[src/rtl/decoder_3to8_buf.sv]
// ---------------------------------------------------------------------------
// decoder_3to8_buf
//
// Purpose:
//   Decodes a 3-bit encoded index (e, v) into a one-hot 8-bit word and buffers
//   the decoded words in a 2-entry FIFO with valid/ready handshakes on both
//   sides. Decoding happens when a word is written, so the FIFO holds decoded
//   words. The block also counts accepted words, and separately counts
//   accepted words with v=0.
//
// Ports:
//   clk        in   1      rising-edge clock
//   rst_n      in   1      asynchronous active-low reset
//   e          in   [0:2]  encoded index, e[0] is MSB, n = 0..7
//   v          in   1      1: line n active; 0: no line active (d = 0)
//   in_valid   in   1      upstream word (e, v) present
//   in_ready   out  1      block can accept a word (level < 2)
//   d          out  [0:7]  head decoded word, d[0] is MSB; 0 when empty
//   out_valid  out  1      d holds a valid word (level > 0)
//   out_ready  in   1      downstream accepts d this cycle
//   level      out  [1:0]  buffer occupancy 0..2
//   count      out  [7:0]  accepted words since reset, modulo 256
//   zero_cnt   out  [7:0]  accepted words with v=0, modulo 256
// ---------------------------------------------------------------------------
module decoder_3to8_buf (
   input  logic       clk,
   input  logic       rst_n,
   input  logic [0:2] e,
   input  logic       v,
   input  logic       in_valid,
   output logic       in_ready,
   output logic [0:7] d,
   output logic       out_valid,
   input  logic       out_ready,
   output logic [1:0] level,
   output logic [7:0] count,
   output logic [7:0] zero_cnt
);

   // One-hot decode. Bit idx of a [0:7] vector is counted from the MSB, so
   // n=0 lands on d[0] (the MSB). When vld=0 the index is never used, so an
   // unknown index cannot leak into the result.
   function automatic logic [0:7] f_decode(input logic [0:2] idx, input logic vld);
      logic [0:7] res;
      res = '0;
      if (vld) begin
         res[idx] = 1'b1;
      end
      return res;
   endfunction

   logic [0:7] r_mem [0:1];
   logic       r_wp;
   logic       r_rp;
   logic [1:0] r_level;
   logic [7:0] r_count;
   logic [7:0] r_zero_cnt;

   logic       w_in_ready;
   logic       w_out_valid;
   logic       w_wr;
   logic       w_rd;
   logic [0:7] w_dec;

   // Handshake flags depend only on registered occupancy, never on out_ready.
   assign w_in_ready  = (r_level < 2'd2);
   assign w_out_valid = (r_level != 2'd0);
   assign w_wr        = in_valid & w_in_ready;
   assign w_rd        = w_out_valid & out_ready;
   assign w_dec       = f_decode(e, v);

   // Control state: pointers, occupancy and counters.
   always_ff @(posedge clk or negedge rst_n) begin
      if (!rst_n) begin
         r_wp       <= 1'b0;
         r_rp       <= 1'b0;
         r_level    <= 2'd0;
         r_count    <= 8'd0;
         r_zero_cnt <= 8'd0;
      end else begin
         if (w_wr) begin
            r_wp    <= ~r_wp;
            r_count <= r_count + 8'd1;
            if (!v) begin
               r_zero_cnt <= r_zero_cnt + 8'd1;
            end
         end
         if (w_rd) begin
            r_rp <= ~r_rp;
         end
         case ({w_wr, w_rd})
            2'b10:   r_level <= r_level + 2'd1;
            2'b01:   r_level <= r_level - 2'd1;
            default: r_level <= r_level;
         endcase
      end
   end

   // Storage holds data only; its contents are meaningless while level
   // says the slot is empty, so it carries no reset.
   always_ff @(posedge clk) begin
      if (w_wr) begin
         r_mem[r_wp] <= w_dec;
      end
   end

   // Empty buffer presents zero, so the async reset clears d immediately.
   assign d         = w_out_valid ? r_mem[r_rp] : 8'h00;
   assign in_ready  = w_in_ready;
   assign out_valid = w_out_valid;
   assign level     = r_level;
   assign count     = r_count;
   assign zero_cnt  = r_zero_cnt;

endmodule

[config.mk]
export PLATFORM = sky130hd
export DESIGN_NAME = decoder_3to8_buf
export DESIGN_NICKNAME = d
export VERILOG_FILES = /design/src/rtl/decoder_3to8_buf.sv
export SDC_FILE = /design/constraint.sdc
export NUM_CORES = 1
export LEC_CHECK = 0
export CAP_MARGIN = 30
export CELL_PAD_IN_SITES_DETAIL_PLACEMENT = 1
export CELL_PAD_IN_SITES_GLOBAL_PLACEMENT = 2
export CORE_ASPECT_RATIO = 0.75
export CORE_MARGIN = 2
export CORE_UTILIZATION = 31
export CTS_BUF_LIST = sky130_fd_sc_hd__clkbuf_2 sky130_fd_sc_hd__clkbuf_4 sky130_fd_sc_hd__clkbuf_8
export DETAILED_ROUTE_END_ITERATION = 8
export PLACE_DENSITY = 0.77
export SYNTH_ARGS = -nofsm -noshare
export SYNTH_HDL_FRONTEND = slang
export SYNTH_SLANG_ARGS = --single-unit
[constraint.sdc]
create_clock -name clk -period 1.55 [get_ports clk]
set_clock_uncertainty 0.2 [all_clocks]
set_input_delay 0.31 -clock clk [delete_from_list [all_inputs] [get_ports clk]]
set_output_delay 0.31 -clock clk [all_outputs]
set_load 0.01 [all_outputs]
# Word-level counts from Yosys, hierarchy flattened
# Memory sizes are Yosys's and may differ from the RTL's.
# Index checks and enable logic that the tools add are counted.
[totals]
reg_bits = 20
latchBits = 0
ramBits = 16
rom_bits = 0
in_bits = 8
memories = 1
[mem_list]
columns = ["memory", "depth", "width", "rd", "rd_clocked_by_memory_dff", "wr", "line", "text"]
rows = [
  ["r_mem", 2, 8, 1, 0, 1, "52", "logic [0:7] r_mem [0:1];"],
]
[op_classes]
addsub = 4
n_mul = 0
div_mod_pow = 0
n_lt_le_gt_ge = 3
eq_ne = 2
shift = 0
n_mux = 7
bitwise = 6
n_reduce_logical = 4
[op_table]
columns = ["operator", "n"]
rows = [
  ["$add A8 B1 Y8 const B", 2],
  ["$mux W8", 2],
  ["$ge A4 B4 Y1 const B", 1],
  ["$lt A4 B1 Y1 const B", 1],
  ["$not A3 Y4", 1],
  ["$pmux W2 S2", 1],
  ["$reduce_bool A2 Y1", 2],
  ["$demux W1 S3", 1],
  ["$mux W1", 3],
  ["$not A1 Y1", 3],
  ["$add A2 B1 Y2 const B", 1],
  ["$and A1 B1 Y1", 2],
  ["$eq A2 B1 Y1 const B", 1],
  ["$eq A2 B2 Y1 const B", 1],
  ["$lt A2 B2 Y1 const B", 1],
  ["$reduce_and A2 Y1", 1],
  ["$sub A2 B1 Y2 const B", 1],
  ["$logic_and A1 B1 Y1", 1],
]

# Longest topological paths before layout
[depth]
word_depth = 6
depth_mapped = 7
depth_no_buf = 6

# Worst setup path after synthesis
# OpenSTA, ideal clock, no wires.
[synth_path]
path_type = "register to register"
from = "reg r_level[1] (netlist: level[1])"
to = "mem r_mem[0][0] (netlist bit) (enable)"
setup_time_ps = 370
arrival_ps = 1184
required_ps = 980
path_slack_ps = -204
path_stages_with_launch = 5
period_less_slack_ps = 1754
cell_sequence = "dfrtp_1 nor2b_1 buf_2 inv_1 nor2_1"
[synth_between]
elab_chain_cells = 4
[synth_lines]
columns = ["element", "line", "text"]
rows = [
  ["start, declared", "55", "logic [1:0] r_level;"],
  ["start signal, assigned", "92", "2'b10: r_level <= r_level + 2'd1;"],
  ["start signal, assigned", "93", "2'b01: r_level <= r_level - 2'd1;"],
  ["start signal, assigned", "94", "default: r_level <= r_level;"],
  ["$lt A2 B2 Y1", "66", "assign w_in_ready = (r_level < 2'd2);"],
  ["$and A1 B1 Y1", "68", "assign w_wr = in_valid & w_in_ready;"],
  ["$mux W1", "102", "if (w_wr) begin"],
  ["$mux W1 (implied by the code)", "103", "r_mem[r_wp] <= w_dec;"],
  ["end, declared", "52", ""],
]
# Every way passes these cells.

# Final worst setup path
[layout_path]
from = "reg r_rp"
to = "out d[3] (netlist bit)"
[layout_between]
elab_chain_cells = 2
[layout_lines]
columns = ["element", "line", "text"]
rows = [
  ["start, declared", "54", "logic r_rp;"],
  ["start signal, assigned", "89", "r_rp <= ~r_rp;"],
  ["$mem_v2 Z2 W8", "n/a", ""],
  ["$mux W8", "108", "assign d = w_out_valid ? r_mem[r_rp] : 8'h00;"],
  ["end, declared", "32", "output logic [0:7] d,"],
]
# Every way passes these cells.

==> results.sh <==
export IMPL_synth_largest_area_cell="dfrtp_1"
export IMPL_p_sw_mw=1.51
export IMPL_setup_tns_ps=-2840
export IMPL_ant_nets=0
export IMPL_final_cell_mix="21 x buf_4, 17 x dfrtp_1, 16 x edfxtp_1"
export IMPL_cts_made_buffers=5
export IMPL_yosys_area_share_simple=0.156
export IMPL_first_pass_iters=4
export IMPL_gr_usage_all_layers=0.150
export IMPL_ys_warnings_count=0
export IMPL_synth_compound_area_frac=0
export IMPL_die_h_um=65.2
export IMPL_rsz0062_at_grt="true"
export IMPL_wl_mm=4.16
export IMPL_dr_total_vias=1187
export IMPL_dr_first_iter_drc_count=58
export IMPL_grt_pass1_wl_mm=6.31
export IMPL_crit_fanout=5
export IMPL_cap_violations=0
export IMPL_grt_pass1_vias=1244
export IMPL_slew_viol_final=0
export IMPL_p_int_mw=2.88
export IMPL_worst_setup_path_start_kind="flop"
export IMPL_p_leak_nw=1.13
export IMPL_grt_max_degree=21
export IMPL_worstSkewPairLatency_ps=280
export IMPL_finalSetupViolations=36
export IMPL_yosys_area_share_adder=0.0242
export IMPL_start_util=0.320
export IMPL_clockPowerShare=0.149
export IMPL_finalCritPeriodShare=1.13
export IMPL_synth_fp_nets=129
export IMPL_hold_viol_final=0
export IMPL_worstSetupPathType="flop to output pin"
export IMPL_status="complete, but fails checks"
export IMPL_synth_top_family_by_area="simple AND/OR/NAND/NOR gates"
export IMPL_cts_sinks=36
export IMPL_clock_root_buffer="clkbuf_8"
export IMPL_synth_top_area_frac=0.323
export IMPL_synth_xor_area_share=0.107
export IMPL_syn_avg_cell_area_sq_um=13.1
export IMPL_comb_power_share=0.514
export IMPL_crit_arrival_ps=1240
export IMPL_ios=36
export IMPL_nNetsFinal=205
export IMPL_grt_ovfl_total=0
export IMPL_seq_power_share=0.337
export IMPL_rows=22
export IMPL_gp_congestion=0.792
export IMPL_drive_gt1_frac=0.390
export IMPL_yosys_cell_types_count=21
export IMPL_area_growth_pct=56.8
export IMPL_clockBufferDepth=2
export IMPL_crit_required_ps=1040
export IMPL_worst_slew_pin_slew_ps=270
export IMPL_switching_share=0.344
export IMPL_seq_area_frac_synth=0.633
export IMPL_min_path_type="primary input to async pin"
export IMPL_drc_errors=0
export IMPL_finalCriticalPeriod_ps=1750
export IMPL_antennaDiodeCount=0
export IMPL_die_width_um=85.7
export IMPL_fmax_mhz=573
export IMPL_ys_ff_latch=36
export IMPL_slew_headroom=0.820
export IMPL_io_buffers=35
export IMPL_core_sq_mm=0.00484
export IMPL_path_clk_slew_ps=70
export IMPL_peakVddDrop_v=0.000990
export IMPL_wl_per_cell_um=16.3
export IMPL_die_area_sq_mm=0.00559
export IMPL_synthTopCellsByArea="dfrtp_1 32%, edfxtp_1 31%, xnor2_1 8.5%"
export IMPL_reg2reg_slack_ps=-130
export IMPL_fill_cells=510
export IMPL_holdWs_ps=168
export IMPL_critPathCaptureType="output pin"
export IMPL_viasPerCell=4.65
export IMPL_worst_slack_ps=-196
export IMPL_layout_commonest_cell="buf_4"
export IMPL_synthCells=118
export IMPL_netlist_area_sq_mm=0.00155
export IMPL_cts_htree_levels=2
export IMPL_dpl_hpwl_mm=2.64
export IMPL_cts_tree="built"
export IMPL_powerDensity_mw_per_mm2=1810
export IMPL_violations="setup timing"
export IMPL_antenna_found_initial=0
export IMPL_synth_mux_area_frac=0.0662
export IMPL_place_ws_ps=-405
[registers in the layout (all words and copies together) (netlist names)]
| register | flops |
|---|---|
| count | 8 |
| zero_cnt | 8 |
| r_wp | 1 |
| r_rp | 1 |
| level | 2 |
| r_mem | 16 |
[cells by family after synthesis]
| group | Yosys count |
|---|---|
| xor+xnor | 19 |
| mux | 10 |
| buf+inv | 5 |
| flops | 36 |
| simple gates | 45 |
| fa+ha+maj | 3 |
[final cells by class]
| class | instances | area, sq um | area share |
|---|---|---|---|
| inverter | 3 | 18.8 | 0.00772 |
| timing repair buffer | 71 | 631 | 0.259 |
| multi-input combinational | 77 | 634 | 0.261 |
| tap | 60 | 75.1 | 0.0309 |
| clock buffer | 7 | 83.8 | 0.0345 |
| sequential | 36 | 985 | 0.405 |
| clock inverter | 1 | 3.75 | 0.00154 |
[per-layer routing]
metal,share of wire,global-route usage
met5,0,0
met4,0.019,0.0655
met3,0.027,0.0339
met1,0.43,0.190
met2,0.52,0.249
[power groups by stage]
stage               sequential, mW  clock, mW  combinational (mW)
floorplan                     1.58          0               0.739
global route                  1.52      0.723                2.44
CTS                           1.46      0.677                1.90
detailed placement            1.52          0                1.85
global placement              1.50          0                1.79
finish                        1.48      0.656                2.26
[metrics by stage]
stage | total power [mW] | area, sq um | std cells | utilization
finish | 4.39 | 2430 | 255 | 0.502
global route | 4.68 | 2430 | 255 | 0.502
CTS | 4.05 | 2260 | 247 | 0.467
detailed placement | 3.37 | 2130 | 228 | 0.440
global placement | 3.29 | 2130 | 228 | 0.440
floorplan | 2.32 | 1580 | 118 | -
[path summary, 6_finish.rpt]
path,from,to,depth (start not counted)
worst min register to register,count[7],count[7],1
worst min-delay path,rst_n,zero_cnt[7],2
min in group clk,count[7],count[7],1
worst max-delay path,r_rp,d[3],4
worst max register to register,level[1],level[1],8
max in group asynchronous,rst_n,count[4],2
[synth_stat cells]
| master | instances |
|---|---|
| nand2_1 | 7 |
| mux2i_1 | 8 |
| dfrtp_1 | 20 |
| nor2_2 | 1 |
| xor2_1 | 4 |
| nand4_1 | 7 |
| nor2_1 | 16 |
| nor2b_1 | 1 |
| xnor2_1 | 15 |
| nor3b_4 | 1 |
| nand2b_1 | 3 |
| buf_2 | 2 |
| ha_1 | 3 |
| and3_1 | 4 |
| nor3_1 | 2 |
| mux2_2 | 2 |
| nor2b_2 | 1 |
| and4b_2 | 1 |
| inv_1 | 3 |
| edfxtp_1 | 16 |
| and2_1 | 1 |
[repair_timing]
action                     CTS  global route
pin swaps                    4             6
hold buffers                 0             0
gates resized for setup     79            26
hold endpoints to repair     0             0
setup endpoints to repair   56            42
buffers inserted            11             8
gates cloned                 0             1
[worst max-delay path, stage by stage (launching register included)]
cell and delay [ps]:
dfrtp_2 390, buf_6 150, mux2i_2 220, nor2_1 60, buf_2 130
No activity file was read; power rests on OpenSTA's default activity.
